==> src/rtl/sample_wdt_reset_req.sv <==
// Purpose : watchdog and reset-request source driving the active-low reset request input of the POR block.
// Latency : all outputs registered; a state change shows on the outputs at the edge that takes it.
// Backpr. : none. kick/sw_req are single-cycle pulses sampled every edge; the POR handshake is waited for in COOLDOWN.
//
// Ports
//   clock48      in   1   system clock
//   reset        in   1   synchronous active-high reset
//   enable       in   1   watchdog enable (level)
//   kick         in   1   1-cycle pulse, restarts the count in RUN/WARN
//   sw_req       in   1   1-cycle pulse, immediate reset request from IDLE/RUN/WARN
//   por_resetn   in   1   resetn_out of the POR block, already in the clock48 domain
//   reseted_out  out  1   active-low reset request to the POR block
//   warn_irq     out  1   high while in WARN
//   last_cause   out  2   00 none, 01 timeout, 10 software, 11 ack timeout
//   state_out    out  3   IDLE=0 RUN=1 WARN=2 FIRE=3 COOLDOWN=4
//   count_out    out  32  current cycle counter

module sample_wdt_reset_req #(
   parameter int unsigned WARN_CLOCKS    = 36000000,
   parameter int unsigned TIMEOUT_CLOCKS = 48000000,
   parameter int unsigned HOLD_CLOCKS    = 800,
   parameter int unsigned ACK_CLOCKS     = 4096
) (
   input  logic        clock48,
   input  logic        reset,
   input  logic        enable,
   input  logic        kick,
   input  logic        sw_req,
   input  logic        por_resetn,
   output logic        reseted_out,
   output logic        warn_irq,
   output logic [1:0]  last_cause,
   output logic [2:0]  state_out,
   output logic [31:0] count_out
);

   typedef enum logic [2:0] {
      ST_IDLE     = 3'd0,
      ST_RUN      = 3'd1,
      ST_WARN     = 3'd2,
      ST_FIRE     = 3'd3,
      ST_COOLDOWN = 3'd4
   } wdt_state_t;

   localparam logic [1:0] CAUSE_NONE    = 2'b00;
   localparam logic [1:0] CAUSE_TIMEOUT = 2'b01;
   localparam logic [1:0] CAUSE_SW      = 2'b10;
   localparam logic [1:0] CAUSE_ACK     = 2'b11;

   // Terminal counts. The counter keeps running from RUN into WARN, so the
   // timeout compare is against the absolute count since RUN entry.
   localparam logic [31:0] WARN_LAST    = 32'(WARN_CLOCKS - 1);
   localparam logic [31:0] TIMEOUT_LAST = 32'(TIMEOUT_CLOCKS - 1);
   localparam logic [31:0] HOLD_LAST    = 32'(HOLD_CLOCKS - 1);
   localparam logic [31:0] ACK_LAST     = 32'(ACK_CLOCKS - 1);

   wdt_state_t  state_q, state_d;
   logic [31:0] count_q, count_d;
   logic        reseted_q, reseted_d;
   logic        warn_q, warn_d;
   logic [1:0]  cause_q, cause_d;
   logic        seen_low_q, seen_low_d;

   //------------------------------------------------------------------
   // State register
   //------------------------------------------------------------------
   always_ff @(posedge clock48) begin
      if (reset) begin
         state_q    <= ST_IDLE;
         count_q    <= 32'd0;
         reseted_q  <= 1'b1;
         warn_q     <= 1'b0;
         cause_q    <= CAUSE_NONE;
         seen_low_q <= 1'b0;
      end else begin
         state_q    <= state_d;
         count_q    <= count_d;
         reseted_q  <= reseted_d;
         warn_q     <= warn_d;
         cause_q    <= cause_d;
         seen_low_q <= seen_low_d;
      end
   end

   //------------------------------------------------------------------
   // Next-state and next-output logic
   //------------------------------------------------------------------
   always_comb begin
      state_d    = state_q;
      count_d    = count_q;
      reseted_d  = 1'b1;
      warn_d     = warn_q;
      cause_d    = cause_q;
      seen_low_d = seen_low_q;

      case (state_q)
         ST_IDLE: begin
            count_d    = 32'd0;
            warn_d     = 1'b0;
            seen_low_d = 1'b0;
            // A software request fires even with the watchdog disabled.
            if (sw_req) begin
               state_d   = ST_FIRE;
               cause_d   = CAUSE_SW;
               reseted_d = 1'b0;
            end else if (enable && por_resetn) begin
               state_d = ST_RUN;
            end
         end

         ST_RUN: begin
            if (sw_req) begin
               state_d   = ST_FIRE;
               cause_d   = CAUSE_SW;
               reseted_d = 1'b0;
               count_d   = 32'd0;
               warn_d    = 1'b0;
            end else if (!enable || !por_resetn) begin
               state_d = ST_IDLE;
               count_d = 32'd0;
               warn_d  = 1'b0;
            end else if (kick) begin
               count_d = 32'd0;
            end else if (count_q == WARN_LAST) begin
               state_d = ST_WARN;
               warn_d  = 1'b1;
               count_d = count_q + 32'd1;
            end else begin
               count_d = count_q + 32'd1;
            end
         end

         ST_WARN: begin
            if (sw_req) begin
               state_d   = ST_FIRE;
               cause_d   = CAUSE_SW;
               reseted_d = 1'b0;
               count_d   = 32'd0;
               warn_d    = 1'b0;
            end else if (!enable || !por_resetn) begin
               state_d = ST_IDLE;
               count_d = 32'd0;
               warn_d  = 1'b0;
            end else if (kick) begin
               // A kick on the timeout cycle still wins over the threshold.
               state_d = ST_RUN;
               count_d = 32'd0;
               warn_d  = 1'b0;
            end else if (count_q == TIMEOUT_LAST) begin
               state_d   = ST_FIRE;
               cause_d   = CAUSE_TIMEOUT;
               reseted_d = 1'b0;
               count_d   = 32'd0;
               warn_d    = 1'b0;
            end else begin
               count_d = count_q + 32'd1;
            end
         end

         ST_FIRE: begin
            // Inputs are deliberately ignored so the pulse always has full width.
            warn_d = 1'b0;
            if (count_q == HOLD_LAST) begin
               state_d    = ST_COOLDOWN;
               count_d    = 32'd0;
               seen_low_d = 1'b0;
            end else begin
               reseted_d = 1'b0;
               count_d   = count_q + 32'd1;
            end
         end

         ST_COOLDOWN: begin
            // Handshake completes on the first high por_resetn after a low was
            // seen on an earlier cycle; seen_low_q is the registered record.
            if (!por_resetn) begin
               seen_low_d = 1'b1;
            end
            if (por_resetn && seen_low_q) begin
               state_d = ST_IDLE;
               count_d = 32'd0;
            end else if (count_q == ACK_LAST) begin
               state_d = ST_IDLE;
               count_d = 32'd0;
               cause_d = CAUSE_ACK;
            end else begin
               count_d = count_q + 32'd1;
            end
         end

         default: begin
            // Unused encodings recover to IDLE.
            state_d    = ST_IDLE;
            count_d    = 32'd0;
            warn_d     = 1'b0;
            seen_low_d = 1'b0;
         end
      endcase
   end

   assign reseted_out = reseted_q;
   assign warn_irq    = warn_q;
   assign last_cause  = cause_q;
   assign state_out   = state_q;
   assign count_out   = count_q;

endmodule

==> config.mk <==
export PLATFORM = sky130hd
export DESIGN_NAME = sample_wdt_reset_req
export DESIGN_NICKNAME = d
export VERILOG_FILES = /design/src/rtl/sample_wdt_reset_req.sv
export SDC_FILE = /design/constraint.sdc
export NUM_CORES = 1
export LEC_CHECK = 0
export ABC_AREA = 0
export CAP_MARGIN = 20
export CORE_MARGIN = 10
export CORE_UTILIZATION = 50
export CTS_CLUSTER_DIAMETER = 60
export CTS_CLUSTER_SIZE = 14
export DETAILED_ROUTE_END_ITERATION = 8
export PLACE_DENSITY_LB_ADDON = 0.12
export SLEW_MARGIN = 10
export SYNTH_ARGS = -nofsm -noshare
export SYNTH_HDL_FRONTEND = slang
export SYNTH_SLANG_ARGS = --single-unit
==> constraint.sdc <==
create_clock -name clock48 -period 5.4 [get_ports clock48]
set_input_delay 1.08 -clock clock48 [delete_from_list [all_inputs] [get_ports clock48]]
set_output_delay 1.08 -clock clock48 [all_outputs]
set_load 0.01 [all_outputs]
==> results of run 1 <==
[metal layers]
layer	wire length, um	GRT usage [%]
met5	0	0
met2	2560	22.7
met1	2660	19.6
met3	409	3.99
met4	53	6.67
[worst max-delay path, cell delays in order]
cell and delay, ns:
clkdlybuf4s50_1 0.47, or4b_2 0.64, nor4_1 0.28, a31oi_1 0.13
a31oi_1 0.31, a21oi_1 0.12, a31o_2 0.22
[where the power goes]
part           internal, mW  switching, mW  total [mW]
registers             0.300        0.00740       0.307
clock network         0.104         0.0999       0.204
logic                0.0282         0.0382      0.0664
[area by class of cell]
class	count	area (um^2)	area share, %
sequential	40	801	28.4
clock buffer	8	90.1	3.20
multi-input combinational	222	1380	49.1
tap	52	65.1	2.31
timing repair buffer	45	448	15.9
inverter	8	30.0	1.07
[metrics by stage]
step                util, %  instances  instance area [um^2]  power (mW)
floorplan                 -        286                  2300       0.359
global placement       61.8        367                  2730       0.381
detailed placement     61.8        367                  2730       0.381
CTS                    63.8        375                  2820       0.584
global route           63.8        375                  2820       0.600
finish                 63.8        375                  2820       0.578
[placed cells by master (no fill, tap or decap), drive strengths merged, types with 5 or more instances in the layout]
cell / n
a21oi: 7
and4: 6
clkbuf: 8
clkdlybuf4s50: 44
dfxtp: 40
inv: 8
nand2: 41
nand3: 15
nand4: 14
nor2: 38
nor3: 9
nor3b: 6
nor4: 10
o21ai: 5
xnor2: 20
xor2: 7
[registers in the layout, summed over array words and instances (netlist names)]
signal	cells
count_out	32
state_out	3
last_cause	2
reseted_out	1
seen_low_q	1
warn_irq	1
[how the worst max path moves through the flow]
stage	endpoint	slack, ns	from	cells after the start
5_1_grt	count_out[22]	2.04	count_out[0]	7
2_1_floorplan	warn_irq	2.77	kick	6
4_1_cts	count_out[29]	2.32	count_out[0]	7
3_5_place_dp	warn_irq	2.04	kick	7
6_report	warn_irq	2.34	kick	7
3_3_place_gp	state_out[1]	2.08	kick	7
[cell families (layout without fill, tap and decap cells)]
logic type	Yosys count	count (layout)	synth area share, %
buffers and inverters	24	61	5.01
DFF	40	40	34.9
and+or+nand+nor	161	161	38.0
muxes	5	5	2.23
adders and majority gates	2	2	1.09
AOI/OAI and AO/OA	27	27	8.45
xor gates and xnor gates	27	27	10.3
==> qor.yml, run 1 <==
run_status:
  status: "finished, final reports clean"
pwr:
  peakVddDrop_uv: 109
  p_per_area_nw_per_um2: 205
  p_leak_nw: 0.954
die:
  die_x_um: 87.8
  die_area_um2: 7700
  ios: 45
  initial_core_util_pct: 52.0
  core-area_um2: 4410
  die_h_um: 87.8
  rows: 24
detailed_routing:
  drtIter0Drc: 211
  ant_nets: 0
  routed_via_density: 5.71
  vias: 2140
  wl_per_cell_um: 15.2
  drc: 0
  wl_um: 5690
  first_pass_iters: 4
sta:
  hold_viol_final: 0
  slew_headroom_pct: 42.6
  period_needed_ns: 3.06
  finalCritPeriodShare_pct: 56.7
  max_freq_mhz: 327
  tightestPinTransition_ns: 0.859
  rsz0062_at_grt: "false"
  setup_violations: 0
  layout_setup_ws_ns: 2.34
  fin_hold_ws_ns: 0.471
  slew_violations: 0
  finClkSkew_ns: 0.00541
  tns_ns: 0
placed_design:
  place_ws_ns: 2.04
  dpl.hpwl_um: 4170
  gp_congestion: 0.882
  port_buffers: 44
yosys:
  synth_edf_count: 0
  synth.area.top_cells: "dfxtp_1 (35%), xnor2_1 (7.6%), nand2_1 (6.7%), nor2_1 (6.2%), nand4_1 (3.5%)"
  syn_avg_cell_area_um2: 8.03
  ys_top_cells_by_count: "nand2_1 (41), dfxtp_1 (40), nor2_1 (38)"
  synthesis.area_um2: 2300
  synth_cells: 286
  synth_largest_area_cell: "dfxtp_1"
  synth_top_area_share_pct: 34.9
  async_flop_share_pct: 0
  synth_warnings: 0
  syn_nets: 294
  ys.flop_type: "dfxtp_1"
  yosysSeqAreaShare_pct: 34.9
  yosysMostFrequentCell: "nand2_1"
  synth_cell_types: 49
  ys_ff_latch: 40
clock_tree:
  h-tree-depth: 2
  post_cts_resized: 0
  root_buffer: "clkbuf_8"
  cts.path.max_buffers: 2
  clock_latency_ns: 0.30
  cts_sinks: 40
  ctsHoldBuffers: 0
  clk_transition_reported_paths_ns: 0.07
  numCtsBuffers: 5
  cts_tree: "built"
  postCtsSetupRepairBufs: 0
cells_and_area:
  nets: 330
  layout-drive-gt1-share_pct: 7.12
  synthToLayoutAreaGrowth_pct: 22.7
  antenna_cells: 0
  fill_cells: 414
hold_path:
  hold_path_class: "reg -> reg"
  worstHoldStart: "last_cause[0]"
  min_path_cells: 2
  hold_end: "last_cause[0]"
grt:
  grtUsageTotal_pct: 15.0
  grt_pass1_vias: 1926
  antenna_found_initial: 0
  grt_max_degree: 33
  overflow: 0
  grt_pass1_wl_um: 9460
worst_setup_path:
  r2r_end: "count_out[29]"
  arrival_ns: 3.25
  r2r_slack_ns: 2.36
  crit_path_end_kind: "flip-flop"
  r2r_start: "count_out[0]"
  crit_type: "in -> reg"
  cp_max_fo: 4
  required_ns: 5.59
  critPathLaunchType: "input pin"
  worstRegToRegCells: 7
flow_run:
  cap_violations: 0
(Power assumes the default switching activity.)
==> run 2: changes to the inputs <==
clock period = 3.1 ns   (was 5.4 ns; I/O delays follow)
==> qor.yml, run 2 (same netlist as run 1, synthesis figures left out) <==
flow_run:
  cap_violations: 0  # unchanged
die:
  rows: 24  # unchanged
  ios: 45  # unchanged
  core-area_um2: 4410  # unchanged
  die_h_um: 87.8  # unchanged
  die_area_um2: 7700  # unchanged
  initial_core_util_pct: 52.0  # unchanged
  die_x_um: 87.8  # unchanged
sta:
  fin_hold_ws_ns: 0.473  # was 0.471 ns
  period_needed_ns: 2.51
  layout_setup_ws_ns: 0.590  # was 2.34 ns
  setup_violations: 0  # unchanged
  tns_ns: 0  # unchanged
  slew_headroom_pct: 69.1  # was 42.6%
  rsz0062_at_grt: "false"  # unchanged
  tightestPinTransition_ns: 0.460  # was 0.859 ns
  finalCritPeriodShare_pct: 81.0
  max_freq_mhz: 398
  slew_violations: 0  # unchanged
  hold_viol_final: 0  # unchanged
  finClkSkew_ns: 0.00913  # was 0.00541 ns
cells_and_area:
  layout-drive-gt1-share_pct: 8.59  # was 7.12%
  layout_commonest_cell: "clkdlybuf4s50_1"  # unchanged
  synthToLayoutAreaGrowth_pct: 24.3  # was 22.7%
  finish.utilization_pct: 64.7  # was 63.8%
  largest_reg_flops: 32  # unchanged
  final_cells: 378  # was 375
  nets: 334  # was 330
  fin_area_um2: 2850  # was 2820 um^2
  antenna_cells: 0  # unchanged
  layout_common_cells: "clkdlybuf4s50_1 (44), nand2_1 (41), dfxtp_1 (40)"  # unchanged
grt:
  grt_pass1_wl_um: 9460  # unchanged
  grt_pass1_vias: 2010  # was 1926
  grt_max_degree: 33  # unchanged
  grtUsageTotal_pct: 15.0  # about the same
  antenna_found_initial: 0  # unchanged
  overflow: 0  # unchanged
clock_tree:
  cts_sinks: 40  # unchanged
  cts_tree: "built"  # unchanged
  postCtsSetupRepairBufs: 0  # unchanged
  clock_latency_ns: 0.30  # about the same
  cts.path.max_buffers: 2  # unchanged
  h-tree-depth: 2  # unchanged
  root_buffer: "clkbuf_8"  # unchanged
  ctsHoldBuffers: 0  # unchanged
  clk_transition_reported_paths_ns: 0.08  # was 0.07 ns
  numCtsBuffers: 5  # unchanged
  post_cts_resized: 0  # unchanged
placed_design:
  dpl.hpwl_um: 4290  # was 4170 um
  place_ws_ns: 0.326  # was 2.04 ns
  placed_cells: 371  # was 367
  port_buffers: 44  # unchanged
  placed_area_um2: 2760  # was 2730 um^2
  gp_congestion: 0.834  # was 0.882
worst_setup_path:
  crit_path_end_kind: "flip-flop"  # unchanged
  crit_type: "reg -> reg"  # was in -> reg
  cp_max_fo: 32  # was 4
  arrival_ns: 2.68  # was 3.25 ns
  required_ns: 3.27  # was 5.59 ns
  critPathLaunchType: "flip-flop"  # was input pin
pwr:
  p_total_mw: 1.03  # was 0.578 mW
  peakVddDrop_uv: 185  # was 109 uV
  p_leak_nw: 0.979  # was 0.954 nW
  p_per_area_nw_per_um2: 361  # was 205 nW/um^2
detailed_routing:
  wl_um: 5910  # was 5690 um
  first_pass_iters: 4  # unchanged
  drc: 0  # unchanged
  drtIter0Drc: 156  # was 211
  vias: 2182  # was 2140
  wl_per_cell_um: 15.6  # was 15.2 um
  routed_via_density: 5.77  # was 5.71
  ant_nets: 0  # unchanged
run_status:
  status: "finished, final reports clean"  # unchanged
hold_path:
  hold_path_class: "reg -> reg"  # unchanged
[run 2: cell types whose count changed in the layout (fill, tap and decap cells not counted), sizes merged]
cell    delta
clkbuf     -1
buf        +4
[run 2: worst paths after layout]
| kind | startpoint | endpoint | slack (ns) | cells past startpoint |
|---|---|---|---|---|
| max | count_out[26] | count_out[27] | 0.59 | 7 |
| min | last_cause[1] | last_cause[1] | 0.47 | 2 |
| max reg2reg | count_out[26] | count_out[27] | 0.59 | 7 |
| min reg2reg | last_cause[1] | last_cause[1] | 0.47 | 2 |
[run 2: power by group]
part / internal [mW] / switching [mW]
combinational: 0.0516 / 0.0676
sequential: 0.523 / 0.0127
clock: 0.198 / 0.178
total: 0.772 / 0.258
[run 2: critical path, stage by stage, from the launching register on]
cell and delay, ns:
dfxtp_1 0.36, or4_4 0.57, nor4_4 0.34, nand3_2 0.17, a221oi_2 0.29, a21boi_4 0.21, buf_4 0.33, nor4b_1 0.10
[run 2: routing by layer]
layer  up-vias  wire length [um]  GRT usage [%]  part of all wire, %
met4         0                72           4.78                  1.2
met2        64              2760           24.5                   47
met5         -                 0              0                    0
met1      1016              2630           18.5                   45
met3         8               442           4.18                  7.5
li1       1094                 -              -                    -
[run 2: cell type report]
class                           count  area, um^2
Inverter                            8        30.0
Timing Repair Buffer               49         478
Fill cell                         395        1560
Clock buffer                        7        96.3
Tap cell                           52        65.1
Sequential cell                    40         801
Multi-Input combinational cell    222        1380
